`src/rtl/comparator_pkg.sv`:
```
// Shared types for the comparator family: FSM state encoding and the
// three-way compare result carried between blocks.
package comparator_pkg;

  typedef enum logic [1:0] {
    IDLE    = 2'd0,
    COMPARE = 2'd1,
    DONE    = 2'd2
  } state_t;

  typedef struct packed {
    logic gt;
    logic lt;
    logic eq;
  } cmp_result_t;

  localparam cmp_result_t RESULT_CLEAR = '{gt: 1'b0, lt: 1'b0, eq: 1'b0};

endpackage

```
`src/rtl/cmp_digit.sv`:
```
// Combinational unsigned compare of one DIGIT-bit slice; the sequential top
// feeds it one digit per cycle.
module cmp_digit
  import comparator_pkg::*;
#(
  parameter int DIGIT = 4
) (
  input  logic [DIGIT-1:0] i_a,
  input  logic [DIGIT-1:0] i_b,
  output cmp_result_t      o_res
);

  always_comb begin
    o_res    = RESULT_CLEAR;
    o_res.gt = (i_a > i_b);
    o_res.lt = (i_a < i_b);
    o_res.eq = (i_a == i_b);
  end

endmodule

```
`src/rtl/comparator_nbit_seq.sv`:
```
// Iterative WIDTH-bit magnitude comparator, signed or unsigned, walking
// DIGIT bits per cycle from the MSB and stopping at the first difference.
module comparator_nbit_seq
  import comparator_pkg::*;
#(
  parameter int WIDTH = 16,
  parameter int DIGIT = 4
) (
  input  logic             clk,
  input  logic             rst,
  input  logic             start,
  input  logic             signed_mode,
  input  logic [WIDTH-1:0] a,
  input  logic [WIDTH-1:0] b,
  output logic             busy,
  output logic             done,
  output logic             a_gt_b,
  output logic             a_lt_b,
  output logic             a_eq_b,
  output state_t           dbg_state
);

  localparam int NUM_DIGITS = WIDTH / DIGIT;
  localparam int IDX_W      = (NUM_DIGITS > 1) ? $clog2(NUM_DIGITS) : 1;
  localparam logic [IDX_W-1:0] LAST_IDX = IDX_W'(NUM_DIGITS - 1);
  localparam logic [WIDTH-1:0] MSB_MASK = {1'b1, {(WIDTH-1){1'b0}}} >> 0;

  if ((DIGIT < 1) || (DIGIT > WIDTH) || ((WIDTH % DIGIT) != 0)) begin : g_bad_param
    $error("comparator_nbit_seq: WIDTH must be a positive multiple of DIGIT");
  end

  // Handshake: start is accepted in IDLE or DONE (capturing a, b, signed_mode
  // on that edge) and ignored while busy; busy is high for the COMPARE cycles;
  // done pulses for one cycle and the result outputs are valid from it onwards.
  state_t           r_state;
  state_t           w_next;
  logic [WIDTH-1:0] r_a;
  logic [WIDTH-1:0] r_b;
  logic [IDX_W-1:0] r_idx;
  cmp_result_t      r_res;
  logic             r_busy;
  logic             r_done;

  logic             w_capture;
  logic             w_latch;
  logic             w_inc;
  logic [WIDTH-1:0] w_sh_a;
  logic [WIDTH-1:0] w_sh_b;
  logic [DIGIT-1:0] w_dig_a;
  logic [DIGIT-1:0] w_dig_b;
  cmp_result_t      w_dig_res;

  // Shifting the current digit up to the MSB end selects it by index.
  always_comb begin
    w_sh_a  = r_a << (int'(r_idx) * DIGIT);
    w_sh_b  = r_b << (int'(r_idx) * DIGIT);
    w_dig_a = w_sh_a[WIDTH-1 -: DIGIT];
    w_dig_b = w_sh_b[WIDTH-1 -: DIGIT];
  end

  cmp_digit #(.DIGIT(DIGIT)) u_cmp_digit (
    .i_a   (w_dig_a),
    .i_b   (w_dig_b),
    .o_res (w_dig_res)
  );

  always_comb begin
    w_next    = r_state;
    w_capture = 1'b0;
    w_latch   = 1'b0;
    w_inc     = 1'b0;
    case (r_state)
      IDLE: begin
        if (start) begin
          w_capture = 1'b1;
          w_next    = COMPARE;
        end
      end
      COMPARE: begin
        if (!w_dig_res.eq || (r_idx == LAST_IDX)) begin
          w_latch = 1'b1;
          w_next  = DONE;
        end else begin
          w_inc = 1'b1;
        end
      end
      DONE: begin
        if (start) begin
          w_capture = 1'b1;
          w_next    = COMPARE;
        end else begin
          w_next = IDLE;
        end
      end
      default: w_next = IDLE;
    endcase
  end

  always_ff @(posedge clk) begin
    if (rst) begin
      r_state <= IDLE;
      r_a     <= '0;
      r_b     <= '0;
      r_idx   <= '0;
      r_res   <= RESULT_CLEAR;
      r_busy  <= 1'b0;
      r_done  <= 1'b0;
    end else begin
      r_state <= w_next;
      r_busy  <= (w_next == COMPARE);
      r_done  <= (w_next == DONE);
      if (w_capture) begin
        // Flipping both sign bits maps two's-complement order onto unsigned order.
        r_a   <= a ^ (signed_mode ? MSB_MASK : '0);
        r_b   <= b ^ (signed_mode ? MSB_MASK : '0);
        r_idx <= '0;
      end else if (w_inc) begin
        r_idx <= r_idx + IDX_W'(1);
      end
      if (w_latch) begin
        r_res <= w_dig_res;
      end
    end
  end

  assign busy      = r_busy;
  assign done      = r_done;
  assign a_gt_b    = r_res.gt;
  assign a_lt_b    = r_res.lt;
  assign a_eq_b    = r_res.eq;
  assign dbg_state = r_state;

endmodule

```
`config.mk`:
```
export PLATFORM = sky130hd
export DESIGN_NAME = comparator_nbit_seq
export DESIGN_NICKNAME = d
export VERILOG_FILES = /design/src/rtl/comparator_pkg.sv /design/src/rtl/cmp_digit.sv /design/src/rtl/comparator_nbit_seq.sv
export SDC_FILE = /design/constraint.sdc
export NUM_CORES = 1
export LEC_CHECK = 0
export ABC_AREA = 1
export CAP_MARGIN = 25
export CORE_MARGIN = 5
export CORE_UTILIZATION = 25
export CTS_CLUSTER_SIZE = 16
export DETAILED_ROUTE_END_ITERATION = 10
export GPL_ROUTABILITY_DRIVEN = 0
export SLEW_MARGIN = 20
export SYNTH_ARGS = -nofsm -noshare
export SYNTH_HDL_FRONTEND = slang
export SYNTH_SLANG_ARGS = --single-unit
```
`constraint.sdc`:
```
create_clock -name clk -period 3.1 [get_ports clk]
set_input_delay 0.465 -clock clk [delete_from_list [all_inputs] [get_ports clk]]
set_output_delay 0.465 -clock clk [all_outputs]
set_load 0.1 [all_outputs]
```
### Word-level counts from Yosys, hierarchy flattened

Index checks and enable logic that the tools add are counted.

* add/sub/neg operators: 1
* $mul: 0
* div/mod/pow operators: 0
* magnitude comparators: 2
* equality and inequality tests: 6
* shift operators: 2
* muxes and demuxes: 11
* bitwise operators: 2
* reduce and logical (&&, ||, !) cells: 5

Operators by type and width (number)
* $shl A16 B4 Y16: 2
* $xor A16 B16 Y16: 2
* $mux W16: 1
* $mux W1: 7
* $eq A2 B2 Y1 const B: 3
* $pmux W2 S3: 1
* $eq A2 B1 Y1 const B: 2
* $eq A4 B4 Y1: 1
* $gt A4 B4 Y1: 1
* $lt A4 B4 Y1: 1
* $mux W2: 2
* $reduce_or A2 Y1: 2
* $add A2 B1 Y2 const B: 1
* $logic_not A2 Y1: 1
* $logic_not A1 Y1: 1
* $logic_or A1 B1 Y1: 1

* register bits after elaboration: 41
* latch bits: 0
* bits in writable memories: 0
* memory bits (read-only): 0
* input bits: 36
* output and inout port bits: 7
* memories kept: 0

### Logic depth before layout (Yosys ltp)

* word-level depth: 7
* mapped depth: 13
* gate-level depth less buffers: 11

### Modules after synthesis

From an unflattened synthesis, not the netlist that was laid out.

* cells, all modules: 259
* area, all modules: 1883.1 um^2

By module, submodules not included
* comparator_nbit_seq: times used 1, cells an instance 239, area each 1767.9 um^2, sequential area each 820.8 um^2
* cmp_digit: times used 1, cells an instance 20, area each 115.1 um^2, sequential area each 0.0 um^2

### Worst setup path after synthesis

Ideal clock, no wire load.

* path type: register to register
* from: register r_idx[0]
* to: register r_idx[0]
* library setup time: 116 ps
* data arrival time: 1656 ps
* slack: 1328 ps
* cell stages (with the launch flop): 12
* period minus slack after synthesis: 1772 ps
* path through: dfxtp_1 -> buf_4 -> inv_4 -> buf_6 -> o21ai_0 -> o22ai_1 -> ha_1 -> nand2_2 -> nor2_4 -> nand3_2 -> o21ai_0 -> nor2_1

* cells in the longest elaborated chain, start to end: 6
* elaborated cells between the ends (all ways): 9
* classes of those cells: add/sub (1); eq/ne (2); shift (2); mux (2); reduce/logical (2)

RTL lines
* start: declaration: RTL line comparator_nbit_seq.sv:39 `logic [IDX_W-1:0] r_idx;`
* start signal: assignment: RTL line comparator_nbit_seq.sv:118 `r_idx <= r_idx + IDX_W'(1);`
* $shl A16 B4 Y16 (on tied branches): RTL line comparator_nbit_seq.sv:55, comparator_nbit_seq.sv:56
* $eq A4 B4 Y1: RTL line cmp_digit.sv:17 `o_res.eq = (i_a == i_b);`
* $logic_not A1 Y1: RTL line comparator_nbit_seq.sv:80 `if (!w_dig_res.eq || (r_idx == LAST_IDX)) begin`
* $logic_or A1 B1 Y1: RTL line comparator_nbit_seq.sv:80
* $mux W1: RTL line comparator_nbit_seq.sv:80
* $mux W1: RTL line comparator_nbit_seq.sv:72 `case (r_state)`

Parallel ways exist; a longest one is shown, timed or not.
A chain may end at the register's enable or synchronous reset.

### Worst setup path in the final report

* from: register r_idx[0]
* to: register r_idx[1]

The elaborated chain is that of the path after synthesis.

==> metrics <==
mean area per synthesized cell 7.52 sq um; crit-path leading delay family flip-flops; initial antenna violation count 0; DP Worst Slack 0.855 ns; final hold viol count 0; hpwl dp 3.17 mm; worst slew pin tran 0.634 ns; RSZ-0062 raised after global routing no; DIE HEIGHT 95.5 microns; clock tree buffer depth 2; commonest non-fill, non-tap cells in the layout 74 x nor2_1, 41 x dfxtp_1, 39 x o21ai_0; status finished clean; M1 wire length 2.33 mm; GRT Residual Overflow 0; fraction of layout cells with a size suffix above 1 10.1%; Setup-failing EPs final 0; CP max stage cell dfxtp_1; IO Port Bufs 42; critical path cell sequence inv_4 -> o21ai_0 -> o22ai_1 -> ha_1 -> nand2_1 -> nor2_4 -> nand3_2 -> o21ai_0 -> nor2_1; relative slew slack 57.7%; Critical Path Most Common Cell o21ai_0; die width 95.5 microns; fin crit share 72.9%; VDD IR max 0.173 mV; Setup TNS Final 0 ns; WP data required 3.29 ns; Power Dens Cells 517 nW/um^2; gr usage total 10.4%; vias in the first global route 1640; leakage 0.000945 uW; post-synth top area share 44.9%; area grow syn2layout 28.4%; die area 9120 sq um; Final nets 320; Highest Clock Rate 0.443 GHz; syn_nets 284; Residual DRC 0; cts hold-fix bufs 0; Crit Path Class reg2reg; Top Metal Used met4; top cells by area, synth dfxtp_1 45%, nor2_1 15%, o21ai_0 11%, nand2_1 4.7%, ha_1 3.4%; initial core utilization 25.5%; critical path data arrival time 2.44 ns; drt via density 4.23; clock sink total 41; antenna cell count 0; leading area contributor after synthesis dfxtp_1; Critical Path Start Type register; largest net degree at the start of global routing 36; final setup margin 0.841 ns; vias 1595; Detail Route Antenna Nets 0; post-cts resize count 0; clk root buf clkbuf_8; H-Tree Depth 2; WL met2 1.78 mm; Core Rows 31; CTS clk-pin slew, worst paths 0.07 ns; DR WL/cell 11.7 microns; most common cell after layout, fill and taps aside nor2_1; CP Buf/Inv Count 1; DRT Wirelength 4.40 mm; synthesized cell area 1830 sq um; I/O pin count 43; Synthesis Warnings 0; Cells after Synth 243; Worst-Skew Late Latency 0.29 ns; 1st-pass router iterations 4; CTS Buf Count 5; largest stage delay on the critical path 0.73 ns; min-delay worst type reg2reg; CP endpoint kind register; Post CTS Setup Buffer Count 0; Final Max Tran Viols 0; clock skew 0.00556 ns; number of max-cap violations 0; first-pass GRT wire length 7.37 mm; core area 7180 sq um; Crit Path Max Fanout 18; minimum clock period 2.26 ns; Yosys cell types 24; post-synthesis sequential area ratio 44.9%; 1st-iter DRT viols 62; flops & latches, synth 41; CTS tree yes; DR WL met3 217 microns
[area by class of cell]
cell class                      instances  area (sq um)
Fill cell                             770          4830
Multi-Input combinational cell        176           868
Sequential cell                        41           821
Timing Repair Buffer                   43           410
Tap cell                               99           124
Clock buffer                            5          68.8
Inverter                               12          50.0
Clock inverter                          1          5.00
[worst min-delay path, cell delays in order (launching register included)]
cell and delay, ns:
dfxtp_1 0.32, nand2_2 0.07, a21oi_2 0.04
[state kept, by name, summed over array words and instances, names as in the netlist]
name / cells
a_eq_b: 1
a_gt_b: 1
a_lt_b: 1
busy: 1
dbg_state: 2
done: 1
r_a: 16
r_b: 16
r_idx: 2
[cell families (layout without fill, tap and decap cells)]
family                   Yosys count  after routing  share of synthesized area [%]
AND/OR/NAND/NOR                  106            106                           24.0
AO/OA/AOI/OAI                     63             63                           19.2
flip-flops                        41             41                           44.9
buffers and inverters             26             61                           7.60
adder cells (fa/ha/maj)            5              5                           3.42
XOR/XNOR                           2              2                          0.958
[cell usage after synthesis (all sizes together)]
cell type  number
inv            12
a32o            4
nand2          28
buf            12
nand3           2
nor2           76
dfxtp          41
xnor2           2
ha              5
o21ai          42
a21oi          12
o21a            1
o22ai           4
clkbuf          2
[path summary, 6_finish.rpt]
path,startpoint,to,slack [ns],depth (start not counted)
max,r_idx[0],r_idx[1],0.84,9
min,a_gt_b,a_gt_b,0.47,2
max reg2reg,r_idx[0],r_idx[1],0.84,9
min reg2reg,a_gt_b,a_gt_b,0.47,2
[through the flow]
stage	instances	area, sq um	hold slack [ns]	utilization (%)	power [uW]
2_1_floorplan	243	1830	0.449	-	823
3_3_place_gp	371	2270	0.464	31.7	907
3_5_place_dp	371	2270	0.468	31.7	913
4_1_cts	377	2350	0.482	32.7	1230
5_1_grt	377	2350	0.491	32.7	1290
6_report	377	2350	0.474	32.7	1210
[power by group]
group / internal [uW] / total (uW) / switching [uW]
Combinational: 117 / 298 / 182
Sequential: 572 / 600 / 28.4
Clock: 148 / 314 / 166
Total: 836 / 1210 / 377
[metal layers]
metal  GRT usage, %  vias up
met3           3.16        4
met1           14.1      699
met4           3.91        0
met2           15.5       34
met5              0        -
li1               -      858
Power figures use the tool's default switching activity.
